==> src/rtl/mem_arb_pkg.sv <==
// Shared types for the instruction/data memory arbiter.
//   state_t  : transaction sequencer states
//   grant_t  : which requester owns the MMU port
//   wd_width : width of the WAIT-state watchdog counter for a given timeout
package mem_arb_pkg;

  typedef enum logic [1:0] {
    IDLE  = 2'd0,
    ISSUE = 2'd1,
    WAIT  = 2'd2
  } state_t;

  typedef enum logic {
    GNT_IF = 1'b0,
    GNT_DM = 1'b1
  } grant_t;

  function automatic int unsigned wd_width(input int unsigned timeout);
    return $clog2(timeout + 1);
  endfunction

endpackage

==> src/rtl/mem_arb_rr.sv <==
// Round-robin winner select between the fetch and data requesters.
// Ports:
//   i_if_valid   : fetch request pending
//   i_dm_valid   : data request pending
//   i_last_grant : port granted most recently
//   o_grant      : winning port (only meaningful while o_any_req)
//   o_any_req    : at least one request pending
module mem_arb_rr
  import mem_arb_pkg::*;
(
  input  logic   i_if_valid,
  input  logic   i_dm_valid,
  input  grant_t i_last_grant,
  output grant_t o_grant,
  output logic   o_any_req
);

  always_comb begin
    o_grant = GNT_IF;
    if (i_if_valid && i_dm_valid) begin
      // Tie: the port that did not win last time goes next.
      if (i_last_grant == GNT_IF) begin
        o_grant = GNT_DM;
      end else begin
        o_grant = GNT_IF;
      end
    end else if (i_dm_valid) begin
      o_grant = GNT_DM;
    end
  end

  assign o_any_req = i_if_valid | i_dm_valid;

endmodule

==> src/rtl/mem_arbiter.sv <==
// Two-port arbiter sharing the MMU request port between instruction fetch
// and data memory. Each transaction is a one-cycle mem_valid pulse followed
// by a WAIT phase with the request held until mem_ready; a watchdog aborts a
// stalled WAIT after TIMEOUT cycles and sets the sticky arb_err.
// Ports:
//   clk, rst            : clock, asynchronous active-low reset
//   if_*                : fetch requester (read-only)
//   dm_*                : data requester (read/write)
//   mem_*, cache_hit    : MMU request/response port
//   arb_err             : sticky watchdog error
//   perf_*_cnt          : saturating grant / miss counters
// Optional feature: define MEM_ARB_PERF_EN to build the performance counters;
// otherwise the counter outputs are tied to zero.
module mem_arbiter
  import mem_arb_pkg::*;
#(
  parameter int unsigned DATA_WIDTH = 32,
  parameter int unsigned ADDR_WIDTH = 32,
  parameter int unsigned TIMEOUT    = 15,
  parameter int unsigned CNT_WIDTH  = 16
) (
  input  logic                  clk,
  input  logic                  rst,
  input  logic                  if_valid,
  input  logic [ADDR_WIDTH-1:0] if_addr,
  output logic                  if_ready,
  output logic [DATA_WIDTH-1:0] if_r_data,
  input  logic                  dm_valid,
  input  logic                  dm_we,
  input  logic [ADDR_WIDTH-1:0] dm_addr,
  input  logic [DATA_WIDTH-1:0] dm_w_data,
  output logic                  dm_ready,
  output logic [DATA_WIDTH-1:0] dm_r_data,
  output logic                  mem_valid,
  output logic                  mem_we,
  output logic [ADDR_WIDTH-1:0] mem_addr,
  output logic [DATA_WIDTH-1:0] mem_w_data,
  input  logic [DATA_WIDTH-1:0] mem_r_data,
  input  logic                  mem_ready,
  input  logic                  cache_hit,
  output logic                  arb_err,
  output logic [CNT_WIDTH-1:0]  perf_if_cnt,
  output logic [CNT_WIDTH-1:0]  perf_dm_cnt,
  output logic [CNT_WIDTH-1:0]  perf_miss_cnt
);

  localparam int unsigned WD_WIDTH = wd_width(TIMEOUT);

  state_t                r_state, w_state_next;
  grant_t                r_grant, r_last_grant, w_winner;
  logic                  w_any_req;
  logic                  r_mem_valid, r_mem_we;
  logic [ADDR_WIDTH-1:0] r_mem_addr;
  logic [DATA_WIDTH-1:0] r_mem_w_data;
  logic [WD_WIDTH-1:0]   r_wd_cnt;
  logic                  r_arb_err;
  logic                  w_timeout, w_done, w_grant_now;

  mem_arb_rr u_rr (
    .i_if_valid   (if_valid),
    .i_dm_valid   (dm_valid),
    .i_last_grant (r_last_grant),
    .o_grant      (w_winner),
    .o_any_req    (w_any_req)
  );

  assign w_grant_now = (r_state == IDLE) && w_any_req;
  // A real completion in the last allowed cycle takes priority over the watchdog.
  assign w_timeout   = (r_state == WAIT) && !mem_ready && (r_wd_cnt == WD_WIDTH'(TIMEOUT));
  assign w_done      = (r_state == WAIT) && (mem_ready || w_timeout);

  always_comb begin
    w_state_next = r_state;
    unique case (r_state)
      IDLE:    if (w_any_req) w_state_next = ISSUE;
      ISSUE:   w_state_next = WAIT;
      WAIT:    if (w_done) w_state_next = IDLE;
      default: w_state_next = IDLE;
    endcase
  end

  always_ff @(posedge clk or negedge rst) begin
    if (!rst) begin
      r_state      <= IDLE;
      r_grant      <= GNT_IF;
      r_last_grant <= GNT_DM;
      r_mem_valid  <= 1'b0;
      r_mem_we     <= 1'b0;
      r_mem_addr   <= '0;
      r_mem_w_data <= '0;
      r_wd_cnt     <= '0;
      r_arb_err    <= 1'b0;
    end else begin
      r_state <= w_state_next;
      if (w_grant_now) begin
        r_grant      <= w_winner;
        r_last_grant <= w_winner;
        r_mem_valid  <= 1'b1;
        if (w_winner == GNT_IF) begin
          r_mem_we     <= 1'b0;
          r_mem_addr   <= if_addr;
          r_mem_w_data <= '0;
        end else begin
          r_mem_we     <= dm_we;
          r_mem_addr   <= dm_addr;
          r_mem_w_data <= dm_w_data;
        end
      end
      if (r_state == ISSUE) begin
        r_mem_valid <= 1'b0;
        r_wd_cnt    <= '0;
      end
      if ((r_state == WAIT) && !w_done) begin
        r_wd_cnt <= r_wd_cnt + WD_WIDTH'(1);
      end
      if (w_timeout) begin
        r_arb_err <= 1'b1;
      end
    end
  end

  assign mem_valid  = r_mem_valid;
  assign mem_we     = r_mem_we;
  assign mem_addr   = r_mem_addr;
  assign mem_w_data = r_mem_w_data;

  // Error is visible in the same cycle as the aborting ready pulse, then sticks.
  assign arb_err = r_arb_err | w_timeout;

  assign if_ready  = w_done && (r_grant == GNT_IF);
  assign dm_ready  = w_done && (r_grant == GNT_DM);
  assign if_r_data = w_timeout ? '0 : mem_r_data;
  assign dm_r_data = w_timeout ? '0 : mem_r_data;

`ifdef MEM_ARB_PERF_EN
  logic [CNT_WIDTH-1:0] r_perf_if, r_perf_dm, r_perf_miss;

  always_ff @(posedge clk or negedge rst) begin
    if (!rst) begin
      r_perf_if   <= '0;
      r_perf_dm   <= '0;
      r_perf_miss <= '0;
    end else begin
      if (w_grant_now && (w_winner == GNT_IF) && (r_perf_if != '1)) begin
        r_perf_if <= r_perf_if + CNT_WIDTH'(1);
      end
      if (w_grant_now && (w_winner == GNT_DM) && (r_perf_dm != '1)) begin
        r_perf_dm <= r_perf_dm + CNT_WIDTH'(1);
      end
      if ((r_state == ISSUE) && !r_mem_we && !cache_hit && (r_perf_miss != '1)) begin
        r_perf_miss <= r_perf_miss + CNT_WIDTH'(1);
      end
    end
  end

  assign perf_if_cnt   = r_perf_if;
  assign perf_dm_cnt   = r_perf_dm;
  assign perf_miss_cnt = r_perf_miss;
`else
  logic w_unused_cache_hit;
  assign w_unused_cache_hit = cache_hit;
  assign perf_if_cnt   = '0;
  assign perf_dm_cnt   = '0;
  assign perf_miss_cnt = '0;
`endif

endmodule

==> config.mk <==
export PLATFORM = sky130hd
export DESIGN_NAME = mem_arbiter
export DESIGN_NICKNAME = d
export VERILOG_FILES = /design/src/rtl/mem_arb_pkg.sv /design/src/rtl/mem_arb_rr.sv /design/src/rtl/mem_arbiter.sv
export SDC_FILE = /design/constraint.sdc
export NUM_CORES = 1
export LEC_CHECK = 0
export ABC_CLOCK_PERIOD_IN_PS = 1500
export BUFFER_PORTS_ARGS = -buffer_cell sky130_fd_sc_hd__buf_2
export CAP_MARGIN = 20
export CORE_AREA = 5 5 118 120
export DETAILED_ROUTE_END_ITERATION = 10
export DIE_AREA = 0 0 123 125
export MAX_ROUTING_LAYER = met4
export PLACE_DENSITY_LB_ADDON = 0.3
export SLEW_MARGIN = 10
export SYNTH_ARGS = -nofsm -noshare
export SYNTH_HDL_FRONTEND = slang
export SYNTH_HIERARCHICAL = 1
export SYNTH_SLANG_ARGS = --single-unit
==> constraint.sdc <==
create_clock -name clk -period 1.5 [get_ports clk]
set_input_delay 0.225 -clock clk [delete_from_list [all_inputs] [get_ports clk]]
set_output_delay 0.225 -clock clk [all_outputs]
set_load 0.01 [all_outputs]
==> results.toml <==
[logic_synthesis]
synth_ff_type = "dfrtp_1"
synth_area_um2 = 4100
ys_seq_elements = 75
synth_cell_types = 29
avgSynthCellArea_um2 = 9.16
synthArstFlopShare_pct = 100
ys_seq_area_share_pct = 45.8
synth_edf_count = 0
syn_inst = 448
yosysWarningCount = 6

[global_route]
grt.overflow.total = 0
grt_pass1_vias = 4119
grt_usage_pct = 18.7
grt_max_degree = 76
use_met1_pct = 20.9
grt_pass1_wl_um = 21600
grt_use_met3_pct = 4.65
use_met2_pct = 32.8
grt_busiest_layer = "met2"
antenna_found_initial = 1

[power_and_ir_drop]
p_comb_share_pct = 53.7
p_leak_nw = 3.86
power_density_nw_per_um2 = 1800
swShare_pct = 40.2
irDropWorstVdd_mv = 0.931
power.switching_mw = 5.17
clockPowerShare_pct = 17.3
power_mw = 12.8
pwr-share-seq_pct = 29.0
intPower_mw = 7.68

[setup_path]
worstSetupPathType = "reg2out"
worstPathCellList = "ha_2, and3_4, nand2_8, and2_4, buf_2"
worstPathArrival_ns = 1.60
critPathTopFamily = "simple AND/OR/NAND/NOR gates"
crit_path_end_kind = "output port"
cp-start-kind = "flip-flop"
timing.rr.start = "r_state[0]"
critPathMaxFanout = 9
slowest_stage = "dfrtp_1"
path_buf_inv = 1
crit_required_ns = 1.27
reg2reg_depth = 7
r2r_end = "mem_addr[4]"
rrSetupSlack_ns = -0.17
cpPeakStageDelay_ns = 0.36

[place]
port_buffers = 266
place_inst = 848
hpwlAfterDp_um = 9940
place_area_um2 = 5330
gp_congestion = 0.768

[routing]
wirelength_um = 15400
wire_per_inst_um = 17.2
vias = 3995
drt_pass1_iterations = 4
avgViaCountPerCell = 4.46
ant_nets = 0
drt-initial-drc-count = 95
drc = 0

[layout]
final_layout_size_suffix_gt1_share_pct = 65.3
fin_cells = 895
fin_area_um2 = 7120
syn_to_final_growth_pct = 73.6
nFillCells = 1081
nets = 850
register_area_um2 = 1880
multi_input_comb_area_um2 = 2260

[sta]
finalCritPeriodShare_pct = 122
tns_ns = -25.49
setup_viol = 136
finalHoldViolations = 0
rsz0062_at_grt = "yes"
fin_crit_ns = 1.82
max_freq_ghz = 0.548
fin_ws_ns = -0.324
skew_ns = 0.00485
maxSlewViolCount = 0

[clocking]
cts_buffers = 9
cts_buffer_depth = 2
cts_tree = "built"
cts_sinks = 75
htree_levels = 3
clk_latency_ns = 0.33
cts_root_buf = "clkbuf_16"
clkSlewWorstSetupHoldPaths_ns = 0.06

[run]
max-cap-violations = 0

[run_status]
status = "finished, violations left"
violations = "setup timing"

[floorplan]
core_area_um2 = 12900
placementRows = 42
io_pins = 316
die_h_um = 125
start_util_pct = 31.9
die_x_um = 123
dieArea_um2 = 15400

[worst_hold_path]
min_to = "mem_w_data[4]"
min_path_type = "in2reg"
hold_depth = 3
holdCritStartpoint = "dm_w_data[4]"
[per-stage QoR]
stage | setup slack (ns) | hold WS (ns) | util, %
after floorplan | 0.00650 | -0.0706 | -
after global placement | -0.0930 | 0.277 | 41.4
after detailed placement | -0.131 | 0.284 | 41.4
after CTS | -0.338 | 0.105 | 50.8
after global routing | -0.390 | 0.117 | 55.3
final | -0.324 | 0.116 | 55.3
[power groups by stage]
stage	logic [mW]	clock network (mW)	registers [mW]
5_1_grt	7.37	2.38	3.84
2_1_floorplan	2.04	0	3.89
6_report	6.90	2.22	3.73
4_1_cts	6.11	2.28	3.51
3_3_place_gp	3.90	0	3.42
3_5_place_dp	4.00	0	3.46
[worst max-delay path by stage]
stage,startpoint,end,cells past startpoint
final,r_wd_cnt[1],if_r_data[0],5
after global routing,r_wd_cnt[1],dm_r_data[7],5
after floorplan,r_wd_cnt[0],if_r_data[10],6
after global placement,r_wd_cnt[1],dm_r_data[30],5
after CTS,r_wd_cnt[1],dm_r_data[28],5
after detailed placement,r_wd_cnt[1],dm_r_data[30],5
[repair_timing]
item                                   4_1_cts  5_1_grt
gates cloned                                15        5
endpoints found under the hold margin       74        0
pin swaps                                   54       59
setup endpoints to repair                  108      138
hold buffers                                 1        0
resized for setup                          143      138
buffers inserted                            16        0
[final cells by class]
class                   instances  share of cell area (%)
repair buffers                304                    32.7
inverters                       5                   0.439
well taps                     176                    3.09
clock buffers                  12                    3.60
clock inverters                 3                   0.650
diodes                          1                  0.0351
flip-flops and latches         75                    26.4
repair inverters                7                    1.32
multi-input cells             312                    31.8
[cells in the mapped netlist (2+ instances only)]
cell / instances / area (um2)
a21oi_1: 2 / 10.0
and2_1: 32 / 200
buf_2: 11 / 55.1
buf_4: 81 / 608
buf_6: 7 / 78.8
clkbuf_1: 4 / 15.0
clkbuf_2: 2 / 10.0
dfrtp_1: 74 / 1850
inv_1: 4 / 15.0
mux2i_1: 33 / 330
nand2_1: 105 / 394
nand2b_1: 3 / 18.8
nand3_1: 37 / 185
nor2_1: 2 / 7.51
o211ai_1: 2 / 15.0
o21ai_0: 34 / 170
or3_1: 2 / 12.5
or3b_1: 2 / 17.5
[worst min-delay path, cell delays in order]
cell	delay (ns)
buf_2	0.08
nand3_2	0.06
nand2_1	0.05
[per-layer routing]
layer	part of all wire, %	routed length (um)	vias up
li1	-	-	1876
met1	36	5570	1897
met2	53	8230	206
met3	9.2	1410	16
met4	1.3	208	0
met5	0	0	-
[layout by cell type, fill, tap and decap left out, types with 13 or more instances in the layout]
cell and instances:
nand2_1 45, nand2_4 27, conb_1 48, o21ai_1 13, buf_6 63, dfrtp_1 74
nand2_2 33, o21ai_2 20, mux2i_1 33, nand3_2 15, buf_2 208, nand3_1 20
and2_4 32
[state kept, by name (all words and copies together), names as in the netlist]
name / flops
mem_valid: 1
mem_addr: 32
mem_we: 1
r_last_grant: 1
r_grant: 1
r_state: 2
r_wd_cnt: 4
mem_w_data: 32
r_arb_err: 1
[logic make-up after synthesis]
logic type,after synthesis,synth area share (%)
simple gates,187,21.1
flops,75,45.8
compound gates,41,5.37
other cells,1,0.0914
mux,33,8.05
fa+ha+maj,1,0.305
buf+inv,110,19.3
Note: power is estimated with default switching activity, not from simulation.
